[config.mk]
export PLATFORM = sky130hd
export DESIGN_NAME = crossing_frame_scheduler_flat
export DESIGN_NICKNAME = d
export VERILOG_FILES = /design/src/rtl/crossing_frame_scheduler_if.sv /design/src/rtl/crossing_frame_scheduler.sv /design/src/flat_wrapper.sv
export SDC_FILE = /design/constraint.sdc
export NUM_CORES = 1
export LEC_CHECK = 0
export BUFFER_PORTS_ARGS = -buffer_cell sky130_fd_sc_hd__buf_2
export CORE_ASPECT_RATIO = 0.5
export CORE_MARGIN = 1.5
export CORE_UTILIZATION = 60
export DETAILED_ROUTE_END_ITERATION = 8
export PLACE_DENSITY = 0.81
export SETUP_SLACK_MARGIN = 0.02
export SYNTH_ARGS = -nofsm -noshare
export SYNTH_HDL_FRONTEND = slang
export SYNTH_SLANG_ARGS = --single-unit
[constraint.sdc]
create_clock -name clk -period 2.75 [get_ports clk]
set_input_delay 0.1375 -clock clk [delete_from_list [all_inputs] [get_ports clk]]
set_output_delay 0.1375 -clock clk [all_outputs]
set_load 0.02 [all_outputs]
[src/rtl/crossing_frame_scheduler_if.sv]
// rtl/crossing_frame_scheduler_if.sv - camera-side and datapath-side pixel stream bundle
interface crossing_frame_scheduler_if #(
    parameter int W = 8
);
    logic         cam_valid;
    logic         cam_ready;
    logic [W-1:0] cam_data;
    logic         dp_x_valid;
    logic         dp_x_ready;
    logic [W-1:0] dp_x_data;

    modport master (
        input  cam_valid, cam_data, dp_x_ready,
        output cam_ready, dp_x_valid, dp_x_data
    );

    modport slave (
        output cam_valid, cam_data, dp_x_ready,
        input  cam_ready, dp_x_valid, dp_x_data
    );
endinterface

[src/rtl/crossing_frame_scheduler.sv]
// rtl/crossing_frame_scheduler.sv - frame gating, round-robin kernel select and debounced crossing flag
// Optional result-wait watchdog: define CROSSING_SCHED_TIMEOUT_EN.
module crossing_frame_scheduler #(
    parameter int IMG_WIDTH      = 320,
    parameter int IMG_HEIGHT     = 240,
    parameter int KERNEL_H       = 3,
    parameter int KERNEL_W       = 3,
    parameter int W              = 8,
    parameter int NUM_KERNELS    = 2,
    parameter int CONFIRM_FRAMES = 3,
    parameter int TIMEOUT_CYCLES = 4096,
    localparam int NPIX = IMG_WIDTH * IMG_HEIGHT,
    localparam int CW   = (NPIX > 1) ? $clog2(NPIX) : 1,
    localparam int SW   = (NUM_KERNELS > 1) ? $clog2(NUM_KERNELS) : 1,
    localparam int RW   = (KERNEL_H > 1) ? $clog2(KERNEL_H) : 1,
    localparam int KW   = (KERNEL_W > 1) ? $clog2(KERNEL_W) : 1
) (
    input  logic                clk,
    input  logic                rst_n,
    input  logic                enable,
    crossing_frame_scheduler_if.master px,
    output logic signed [W-1:0] dp_kernel [KERNEL_H][KERNEL_W],
    input  logic                dp_detection_valid,
    input  logic                dp_crossing_detected,
    input  logic [CW-1:0]       dp_white_count,
    input  logic                cfg_we,
    input  logic [SW-1:0]       cfg_sel,
    input  logic [RW-1:0]       cfg_row,
    input  logic [KW-1:0]       cfg_col,
    input  logic signed [W-1:0] cfg_data,
    output logic                frame_done,
    output logic [CW-1:0]       last_white_count,
    output logic [SW-1:0]       kernel_idx,
    output logic                crossing_confirmed,
    output logic                timeout_err
);
    localparam int DW = $clog2(CONFIRM_FRAMES + 1);

    typedef enum logic [2:0] {S_IDLE, S_LOAD, S_STREAM, S_WAIT, S_DECIDE} state_t;

    state_t              state;
    logic [CW-1:0]       pix_cnt;
    logic [DW-1:0]       agree_cnt;
    logic signed [W-1:0] bank [NUM_KERNELS][KERNEL_H][KERNEL_W];
    logic                res_take;
    logic                res_det;
    logic [CW-1:0]       res_wc;

    // Zero-latency pass-through; ready comes only from the datapath, never from cam_valid.
    assign px.cam_ready  = (state == S_STREAM) && px.dp_x_ready;
    assign px.dp_x_valid = (state == S_STREAM) && px.cam_valid;
    assign px.dp_x_data  = (state == S_STREAM) ? px.cam_data : '0;

`ifdef CROSSING_SCHED_TIMEOUT_EN
    localparam int TW = $clog2(TIMEOUT_CYCLES + 1);
    logic [TW-1:0] wait_cnt;
    logic          timeout_hit;
`endif

    always_comb begin
        res_take = 1'b0;
        res_det  = dp_crossing_detected;
        res_wc   = dp_white_count;
`ifdef CROSSING_SCHED_TIMEOUT_EN
        timeout_hit = 1'b0;
`endif
        if (state == S_WAIT) begin
            if (dp_detection_valid) begin
                res_take = 1'b1;
            end
`ifdef CROSSING_SCHED_TIMEOUT_EN
            else if (wait_cnt == TW'(TIMEOUT_CYCLES - 1)) begin
                res_take    = 1'b1;
                res_det     = 1'b0;
                res_wc      = '0;
                timeout_hit = 1'b1;
            end
`endif
        end
    end

`ifdef CROSSING_SCHED_TIMEOUT_EN
    always_ff @(posedge clk or negedge rst_n) begin
        if (!rst_n) begin
            wait_cnt    <= '0;
            timeout_err <= 1'b0;
        end else begin
            wait_cnt <= (state == S_WAIT) ? wait_cnt + TW'(1) : '0;
            if (timeout_hit) timeout_err <= 1'b1;
        end
    end
`else
    assign timeout_err = 1'b0;
`endif

    always_ff @(posedge clk or negedge rst_n) begin
        if (!rst_n) begin
            for (int s = 0; s < NUM_KERNELS; s++)
                for (int r = 0; r < KERNEL_H; r++)
                    for (int c = 0; c < KERNEL_W; c++)
                        bank[s][r][c] <= '0;
        end else if (cfg_we && int'(cfg_sel) < NUM_KERNELS &&
                     int'(cfg_row) < KERNEL_H && int'(cfg_col) < KERNEL_W) begin
            bank[cfg_sel][cfg_row][cfg_col] <= cfg_data;
        end
    end

    always_ff @(posedge clk or negedge rst_n) begin
        if (!rst_n) begin
            state              <= S_IDLE;
            pix_cnt            <= '0;
            agree_cnt          <= '0;
            kernel_idx         <= '0;
            frame_done         <= 1'b0;
            last_white_count   <= '0;
            crossing_confirmed <= 1'b0;
            for (int r = 0; r < KERNEL_H; r++)
                for (int c = 0; c < KERNEL_W; c++)
                    dp_kernel[r][c] <= '0;
        end else begin
            frame_done <= 1'b0;
            case (state)
                S_IDLE: if (enable) state <= S_LOAD;
                S_LOAD: begin
                    for (int r = 0; r < KERNEL_H; r++)
                        for (int c = 0; c < KERNEL_W; c++)
                            dp_kernel[r][c] <= bank[kernel_idx][r][c];
                    pix_cnt <= '0;
                    state   <= S_STREAM;
                end
                S_STREAM: begin
                    if (px.cam_valid && px.dp_x_ready) begin
                        pix_cnt <= pix_cnt + CW'(1);
                        if (pix_cnt == CW'(NPIX - 1)) state <= S_WAIT;
                    end
                end
                S_WAIT: begin
                    // Result is folded in on entry so frame_done and the flag are visible during DECIDE.
                    if (res_take) begin
                        state            <= S_DECIDE;
                        frame_done       <= 1'b1;
                        last_white_count <= res_wc;
                        if (res_det == crossing_confirmed) begin
                            agree_cnt <= '0;
                        end else if (agree_cnt == DW'(CONFIRM_FRAMES - 1)) begin
                            crossing_confirmed <= ~crossing_confirmed;
                            agree_cnt          <= '0;
                        end else begin
                            agree_cnt <= agree_cnt + DW'(1);
                        end
                    end
                end
                S_DECIDE: begin
                    kernel_idx <= (kernel_idx == SW'(NUM_KERNELS - 1)) ? '0 : kernel_idx + SW'(1);
                    state      <= enable ? S_LOAD : S_IDLE;
                end
                default: state <= S_IDLE;
            endcase
        end
    end
endmodule

[src/flat_wrapper.sv]
// flat-port wrapper written by rule: the top's interface ports become plain ports
module crossing_frame_scheduler_flat 
#(
    parameter int IMG_WIDTH      = 320,
    parameter int IMG_HEIGHT     = 240,
    parameter int KERNEL_H       = 3,
    parameter int KERNEL_W       = 3,
    parameter int W              = 8,
    parameter int NUM_KERNELS    = 2,
    parameter int CONFIRM_FRAMES = 3,
    parameter int TIMEOUT_CYCLES = 4096,
    localparam int NPIX = IMG_WIDTH * IMG_HEIGHT,
    localparam int CW   = (NPIX > 1) ? $clog2(NPIX) : 1,
    localparam int SW   = (NUM_KERNELS > 1) ? $clog2(NUM_KERNELS) : 1,
    localparam int RW   = (KERNEL_H > 1) ? $clog2(KERNEL_H) : 1,
    localparam int KW   = (KERNEL_W > 1) ? $clog2(KERNEL_W) : 1
)
  (clk, rst_n, enable, dp_kernel, dp_detection_valid, dp_crossing_detected, dp_white_count, cfg_we, cfg_sel, cfg_row, cfg_col, cfg_data, frame_done, last_white_count, kernel_idx, crossing_confirmed, timeout_err, px_cam_valid, px_cam_data, px_dp_x_ready, px_cam_ready, px_dp_x_valid, px_dp_x_data);
  crossing_frame_scheduler_if #(.W(W)) px_i ();
  input  logic clk;
  input  logic rst_n;
  input  logic enable;
  output logic signed [W-1:0] dp_kernel[KERNEL_H][KERNEL_W];
  input  logic dp_detection_valid;
  input  logic dp_crossing_detected;
  input  logic [CW-1:0] dp_white_count;
  input  logic cfg_we;
  input  logic [SW-1:0] cfg_sel;
  input  logic [RW-1:0] cfg_row;
  input  logic [KW-1:0] cfg_col;
  input  logic signed [W-1:0] cfg_data;
  output logic frame_done;
  output logic [CW-1:0] last_white_count;
  output logic [SW-1:0] kernel_idx;
  output logic crossing_confirmed;
  output logic timeout_err;
  input wire logic [$bits(px_i.cam_valid)-1:0] px_cam_valid;
  input wire logic [$bits(px_i.cam_data)-1:0] px_cam_data;
  input wire logic [$bits(px_i.dp_x_ready)-1:0] px_dp_x_ready;
  output wire logic [$bits(px_i.cam_ready)-1:0] px_cam_ready;
  output wire logic [$bits(px_i.dp_x_valid)-1:0] px_dp_x_valid;
  output wire logic [$bits(px_i.dp_x_data)-1:0] px_dp_x_data;
  assign px_i.cam_valid = px_cam_valid;
  assign px_i.cam_data = px_cam_data;
  assign px_i.dp_x_ready = px_dp_x_ready;
  assign px_cam_ready = px_i.cam_ready;
  assign px_dp_x_valid = px_i.dp_x_valid;
  assign px_dp_x_data = px_i.dp_x_data;
  crossing_frame_scheduler #(.IMG_WIDTH(IMG_WIDTH), .IMG_HEIGHT(IMG_HEIGHT), .KERNEL_H(KERNEL_H), .KERNEL_W(KERNEL_W), .W(W), .NUM_KERNELS(NUM_KERNELS), .CONFIRM_FRAMES(CONFIRM_FRAMES), .TIMEOUT_CYCLES(TIMEOUT_CYCLES)) u_core (.clk(clk), .rst_n(rst_n), .enable(enable), .px(px_i), .dp_kernel(dp_kernel), .dp_detection_valid(dp_detection_valid), .dp_crossing_detected(dp_crossing_detected), .dp_white_count(dp_white_count), .cfg_we(cfg_we), .cfg_sel(cfg_sel), .cfg_row(cfg_row), .cfg_col(cfg_col), .cfg_data(cfg_data), .frame_done(frame_done), .last_white_count(last_white_count), .kernel_idx(kernel_idx), .crossing_confirmed(crossing_confirmed), .timeout_err(timeout_err));
endmodule
==> results.cfg, run 1 <==
[run_status]
status = finished, final reports clean

[cts]
clk_path_buf_depth = 3
clk-insertion-delay-late_ps = 500
cts_root_buf = clkbuf_16
clock-sinks = 258
cts_max_level = 1
cts_inserted_buffers = 23
cts_tree = done
clk_pin_slew_ps = 60

[setup_path]
worstReg2RegStart = u_core.state[1]
r2r_slack_ps = 690
critPathKind = reg -> out
worst-r2r-cell-count = 5
arrival_ps = 1960
worstPathMaxFanout = 13
start_kind = flip-flop
crit_required_ps = 2610
cp-end-kind = primary output
reg2reg_to = u_core.dp_kernel[50]
critPathCapture = px_dp_x_data[6]
startpoint = u_core.state[2]

[routing]
drc = 0
dr.pass1.iters = 4
drt-vias-per-instance = 5.626
routed_wirelength_um = 22780
ant_nets = 0
first_iter_violations = 405
wire_per_inst_um = 18.05
via_count = 7100

[global_route]
antenna_found_initial = 1
grt_pass1_vias = 7195
grt_pass1_wl_um = 36990
track_usage = 0.2495
grt_max_degree = 101
grt_overflow = 0

[synthesis]
yosysSeqAreaShare = 0.6067
synthFlopType = dfrtp_1
yosysWarnings = 0
ys_top_cells_by_area = dfrtp_1 61%, mux2_2 15%, mux2i_1 6.9%, nand2_1 5.2%, o21ai_0 2.8%
synth_edf_count = 0
yosys.area.top_type = dfrtp_1
syn_area_mm2 = 0.01064
syn_area_per_cell_um2 = 12.49
synth_fp_nets = 899
yosys.area.top_type_share = 0.6067
synth_cell_types = 47
netlist_instances = 852
async_flop_share = 1.000
synth.ff_latch_count = 258

[layout]
final_area_mm2 = 0.01262
drive_above_1_share = 0.3340
nets = 1060
fill_cells = 1135
synthToLayoutAreaGrowth_pct = 18.60

[pwr]
p_switching_mw = 4.297
p_comb_frac = 0.298
power_density_mw_per_mm2 = 1005
clkPwrFrac = 0.262
p_int_mw = 8.391
p_seq_frac = 0.440
leakagePower_nw = 6.210
switching_share = 0.3386
peakVddDrop_mv = 0.6044

[timing]
setup_violations = 0
slew_headroom = 0.4243
skew_ps = 8.433
final-hold-violation-count = 0
slew_viol_final = 0
fin_crit_sh = 0.7619
worstMarginPinSlew_ps = 863.6
final.setup.tns_ps = 0
max_freq_mhz = 477.2
period_minus_slack_ps = 2095
grt_setup_unrepaired = false
whs_ps = 6.152

[floorplan]
die_h_um = 97.17
die_x_um = 191.3
start_util = 0.6131
io_pins = 149
fp-row-count = 34
core_area_mm2 = 0.01736
die_area_mm2 = 0.01859

[placement]
place_area_mm2 = 0.01161
numPortBuffers = 147
place_congestion = 0.8556
dp_hpwl_um = 14570

[hold_path]
worstHoldStart = px_dp_x_ready
hold_path.class = in -> reg

[flow_run]
drv_cap = 0
==> layout make-up <==
type                    count  area [µm²]  area share
diodes                      1       2.502   0.0001983
clock buffers              36       694.4     0.05502
clock inverters             3       90.09    0.007138
inverters                   5       18.77    0.001487
multi-input cells         545        3989      0.3160
flip-flops and latches    258        6460      0.5118
well taps                 234       292.8     0.02320
repair buffers            180        1074     0.08506
==> worst min-delay path by stage <==
stage | end | slack, ps | cells after the start
floorplan | u_core.agree_cnt[0] | -160 | 0
global placement | u_core.pix_cnt[16] | 220 | 1
detailed placement | u_core.pix_cnt[8] | 230 | 1
CTS | u_core.pix_cnt[2] | 0.9 | 3
global route | u_core.pix_cnt[2] | 50 | 3
finish | u_core.pix_cnt[2] | 6 | 3
==> power by group through the flow <==
| stage | clock network [mW] | registers [mW] | logic (mW) |
|---|---|---|---|
| 2_1_floorplan | 0 | 6.12 | 1.92 |
| 3_3_place_gp | 0 | 5.57 | 3.64 |
| 3_5_place_dp | 0 | 5.63 | 3.78 |
| 4_1_cts | 3.36 | 5.58 | 3.82 |
| 5_1_grt | 3.52 | 5.72 | 4.12 |
| 6_report | 3.32 | 5.59 | 3.78 |
==> metrics by stage <==
step                setup WS, ps  cells    util  power [mW]
CTS                        671.8   1261  0.7270       12.76
global placement           827.8   1200  0.6691       9.212
finish                     654.6   1262  0.7271       12.69
floorplan                  971.0    852       -       8.043
detailed placement         719.5   1200  0.6691       9.405
global route               488.6   1262  0.7271       13.36
==> synth_stat cells (2+ instances only) <==
cell type and count:
dfrtp_1 258, nand2_1 147, mux2_2 142, mux2i_1 73, o21ai_0 59, clkbuf_1 32, o21ai_1 23, nor2_1 12
a21oi_1 10, and2_1 10, buf_1 7, nand3_1 7, or3_1 6, or4_1 5, inv_1 4, nand4_1 4
nand4b_1 4, nor3_1 4, o31ai_1 4, buf_2 3, mux2_1 3, xnor2_1 3, a22o_1 2, and4_1 2
nand2b_1 2, nor2b_1 2, nor3_2 2, nor4bb_1 2, o21a_1 2
==> repair_timing <==
| item | 4_1_cts | 5_1_grt |
|---|---|---|
| resized for setup | 0 | 0 |
| setup buffers | 0 | 0 |
| hold endpoints to repair | 116 | 0 |
| hold buffers | 22 | 0 |
==> placed cells by master (no fill, tap or decap), types with 6 or more instances in the layout <==
cell	netlist	layout
dfrtp_1	258	257
or3_1	6	6
buf_4	1	9
a21oi_1	10	10
and2_1	10	10
nor2_1	12	12
nand2_1	147	147
clkbuf_8	0	7
clkbuf_1	32	6
o21ai_1	23	23
mux2i_1	73	73
mux2_2	142	142
dlygate4sd3_1	0	22
nand3_1	7	7
buf_2	3	146
o21ai_0	59	59
clkbuf_16	0	23
==> per-layer routing <==
metal | share of wire | wire (µm) | up-vias | GRT usage
met2 | 0.49 | 11270 | 162 | 0.4259
met1 | 0.45 | 10180 | 3613 | 0.3422
met4 | 0.014 | 320 | 0 | 0.05349
met3 | 0.045 | 1015 | 28 | 0.03720
met5 | 0 | 0 | - | 0
li1 | - | - | 3297 | -
==> worst max-delay path: stages, from the launching register on <==
cell     delay, ps
dfrtp_1        490
nor3b_2        590
and2_1         220
buf_2          160
==> cell families (layout without fill, tap and decap cells) <==
kind of cell	Yosys count	after routing	share of synthesized area
compound gates	105	105	0.05338
xor+xnor	3	3	0.002470
fa+ha+maj	1	1	0.001176
buf+inv	49	224	0.01869
flops	258	258	0.6067
mux	218	218	0.2221
other cells	1	2	0.0003524
simple gates	217	217	0.09512
==> sequential cells by signal, summed over array words and instances, names as in the netlist <==
| name | cells |
|---|---|
| u_core.dp_kernel | 72 |
| u_core.crossing_confirmed | 1 |
| u_core.frame_done | 1 |
| u_core.pix_cnt | 17 |
| u_core.last_white_count | 17 |
| u_core.agree_cnt | 2 |
| u_core.kernel_idx | 1 |
| u_core.bank | 144 |
| u_core.state | 3 |
Power figures use the tool's default switching activity.
==> run 2: changes to the inputs <==
--- a/config.mk
+++ b/config.mk
@@ -8,9 +8,9 @@
 export BUFFER_PORTS_ARGS = -buffer_cell sky130_fd_sc_hd__buf_2
 export CORE_ASPECT_RATIO = 0.5
 export CORE_MARGIN = 1.5
-export CORE_UTILIZATION = 60
+export CORE_UTILIZATION = 57
 export DETAILED_ROUTE_END_ITERATION = 8
-export PLACE_DENSITY = 0.81
+export PLACE_DENSITY = 0.77
 export SETUP_SLACK_MARGIN = 0.02
 export SYNTH_ARGS = -nofsm -noshare
 export SYNTH_HDL_FRONTEND = slang
==> constraint.sdc (replaced) <==
create_clock -name clk -period 2 [get_ports clk]
set_input_delay 0.1 -clock clk [delete_from_list [all_inputs] [get_ports clk]]
set_output_delay 0.1 -clock clk [all_outputs]
set_load 0.02 [all_outputs]
==> run 2 against run 1 <==
Critical path depth up 2. Clock power is 30% higher. Count of clock-buffer cells in the layout down 3. Power increased by 38%. Highest routed layer unchanged.
==> results.cfg, run 2 (synthesized netlist as in run 1, its figures left out) <==
[timing]
max_freq_mhz = 522.3
whs_ps = 130.0
period_minus_slack_ps = 1915
final-hold-violation-count = 0
slew_viol_final = 0
fin_crit_sh = 0.9573
grt_setup_unrepaired = true
final.setup.tns_ps = 0
slew_headroom = 0.5607
setup_violations = 0
worstMarginPinSlew_ps = 649.8
skew_ps = 7.012

[layout]
layout_commonest_cell = dfrtp_1
largest_reg_flops = 144
mostFrequentLayoutCells = 255 x dfrtp_1, 147 x nand2_1, 146 x buf_2, 142 x mux2_2, 73 x mux2i_1
fin_cells = 1283
fill_cells = 1285
top_regs = u_core.bank x144, u_core.dp_kernel x72
top_register = u_core.bank
nets = 1076
synthToLayoutAreaGrowth_pct = 20.38
drive_above_1_share = 0.3464

[pwr]
power_density_mw_per_mm2 = 1364
leakagePower_nw = 6.286
peakVddDrop_mv = 0.7897

[setup_path]
critPathKind = reg -> reg
cp_slowest_cell = or4_1
cp_cell_sequence = ha_4 > nand4_1 > a211o_4 > or4_1 > a21oi_2
worstPathMaxFanout = 12
cp-end-kind = flip-flop
arrival_ps = 2340
crit_required_ps = 2430
slowest_delay_ps = 510
start_kind = flip-flop

[floorplan]
io_pins = 149
fp-row-count = 35
die_x_um = 196.2
die_area_mm2 = 0.01955
start_util = 0.5800
core_area_mm2 = 0.01835
die_h_um = 99.62

[global_route]
grt_overflow = 0
grt_max_degree = 66
grt_pass1_vias = 7175
antenna_found_initial = 1
track_usage = 0.2431
grt_pass1_wl_um = 37390

[routing]
first_iter_violations = 337
top_layer_used = met4
wire_per_inst_um = 18.25
wl_met3_um = 994
met1_length_um = 10770
routed_wirelength_um = 23420
drt-vias-per-instance = 5.542
dr.pass1.iters = 5
drc = 0
ant_nets = 0
route.met2.wl_um = 11120
via_count = 7110

[cts]
cts_max_level = 1
clk-insertion-delay-late_ps = 500
cts_inserted_buffers = 22
clk_path_buf_depth = 3
clk_pin_slew_ps = 70
cts_root_buf = clkbuf_16
clock-sinks = 258
cts_tree = done

[run_status]
status = finished, final reports clean

[placement]
numPortBuffers = 147
place_congestion = 0.8419
dp.cells = 1217
dp_hpwl_um = 14940

[flow_run]
drv_cap = 0

[hold_path]
hold_path.class = in -> async
## run 2: changes by cell type in the layout (fill, tap and decap cells not counted), sizes merged
| cell | delta |
|---|---|
| a2111o | +1 |
| buf | +14 |
| bufinv | -1 |
| clkbuf | -3 |
| clkinv | +2 |
| dlygate4sd3 | +2 |
## run 2: metrics by stage
stage          utilization  instance area [µm²]  power [mW]  setup slack, ps
6_report            0.6981                12810       17.47            85.37
5_1_grt             0.6981                12810       18.44           -9.341
4_1_cts             0.6942                12740       17.47            47.73
3_5_place_dp        0.6419                11780       13.09            77.92
3_3_place_gp        0.6419                11780       12.85            165.5
2_1_floorplan            -                10640       11.06            221.0
## run 2: worst paths after layout
| path | to | start | cells past startpoint | slack, ps |
|---|---|---|---|---|
| worst min-delay path | u_core.pix_cnt[3] | rst_n | 2 | 130 |
| worst max register to register | u_core.pix_cnt[12] | u_core.pix_cnt[1] | 5 | 90 |
| max in group asynchronous | u_core.state[1] | rst_n | 3 | 1130 |
| worst max-delay path | u_core.pix_cnt[12] | u_core.pix_cnt[1] | 5 | 90 |
| min in group clk | u_core.bank[41] | cfg_data[1] | 2 | 140 |
| worst min register to register | u_core.last_white_count[8] | u_core.last_white_count[8] | 2 | 470 |
## run 2: worst max-delay path: cells and delay by family, from the launching register on
kind	cells	cell delay [ps]
and+or+nand+nor	2	680
AOI/OAI and AO/OA	2	560
DFF	1	430
adders and majority gates	1	170
## run 2: area by class of cell
type	instances	area (µm²)	area share
flip-flops and latches	258	6462	0.5045
repair buffers	196	1274	0.09943
clock buffers	33	643.1	0.05021
diodes	1	2.502	0.0001954
inverters	5	18.77	0.001465
well taps	240	300.3	0.02344
multi-input cells	546	4039	0.3153
clock inverters	4	70.07	0.005470
## run 2: timing repair
action,CTS,global route
hold buffers,24,0
pin swaps,0,3
setup endpoints to repair,5,9
gates resized for setup,1,9
gates cloned,0,1
buffers inserted,0,3
hold endpoints to repair,136,0
## run 2: metal layers
metal | vias to the layer above | global-route usage
met3 | 43 | 0.04103
li1 | 3318 | -
met1 | 3573 | 0.3352
met4 | 0 | 0.06627
met2 | 176 | 0.4054
met5 | - | 0
## run 2: power breakdown
part           switching, mW  internal [mW]
registers               1.02           6.69
clock network           1.83           2.47
logic                   3.16           2.30
total                   6.00           11.5
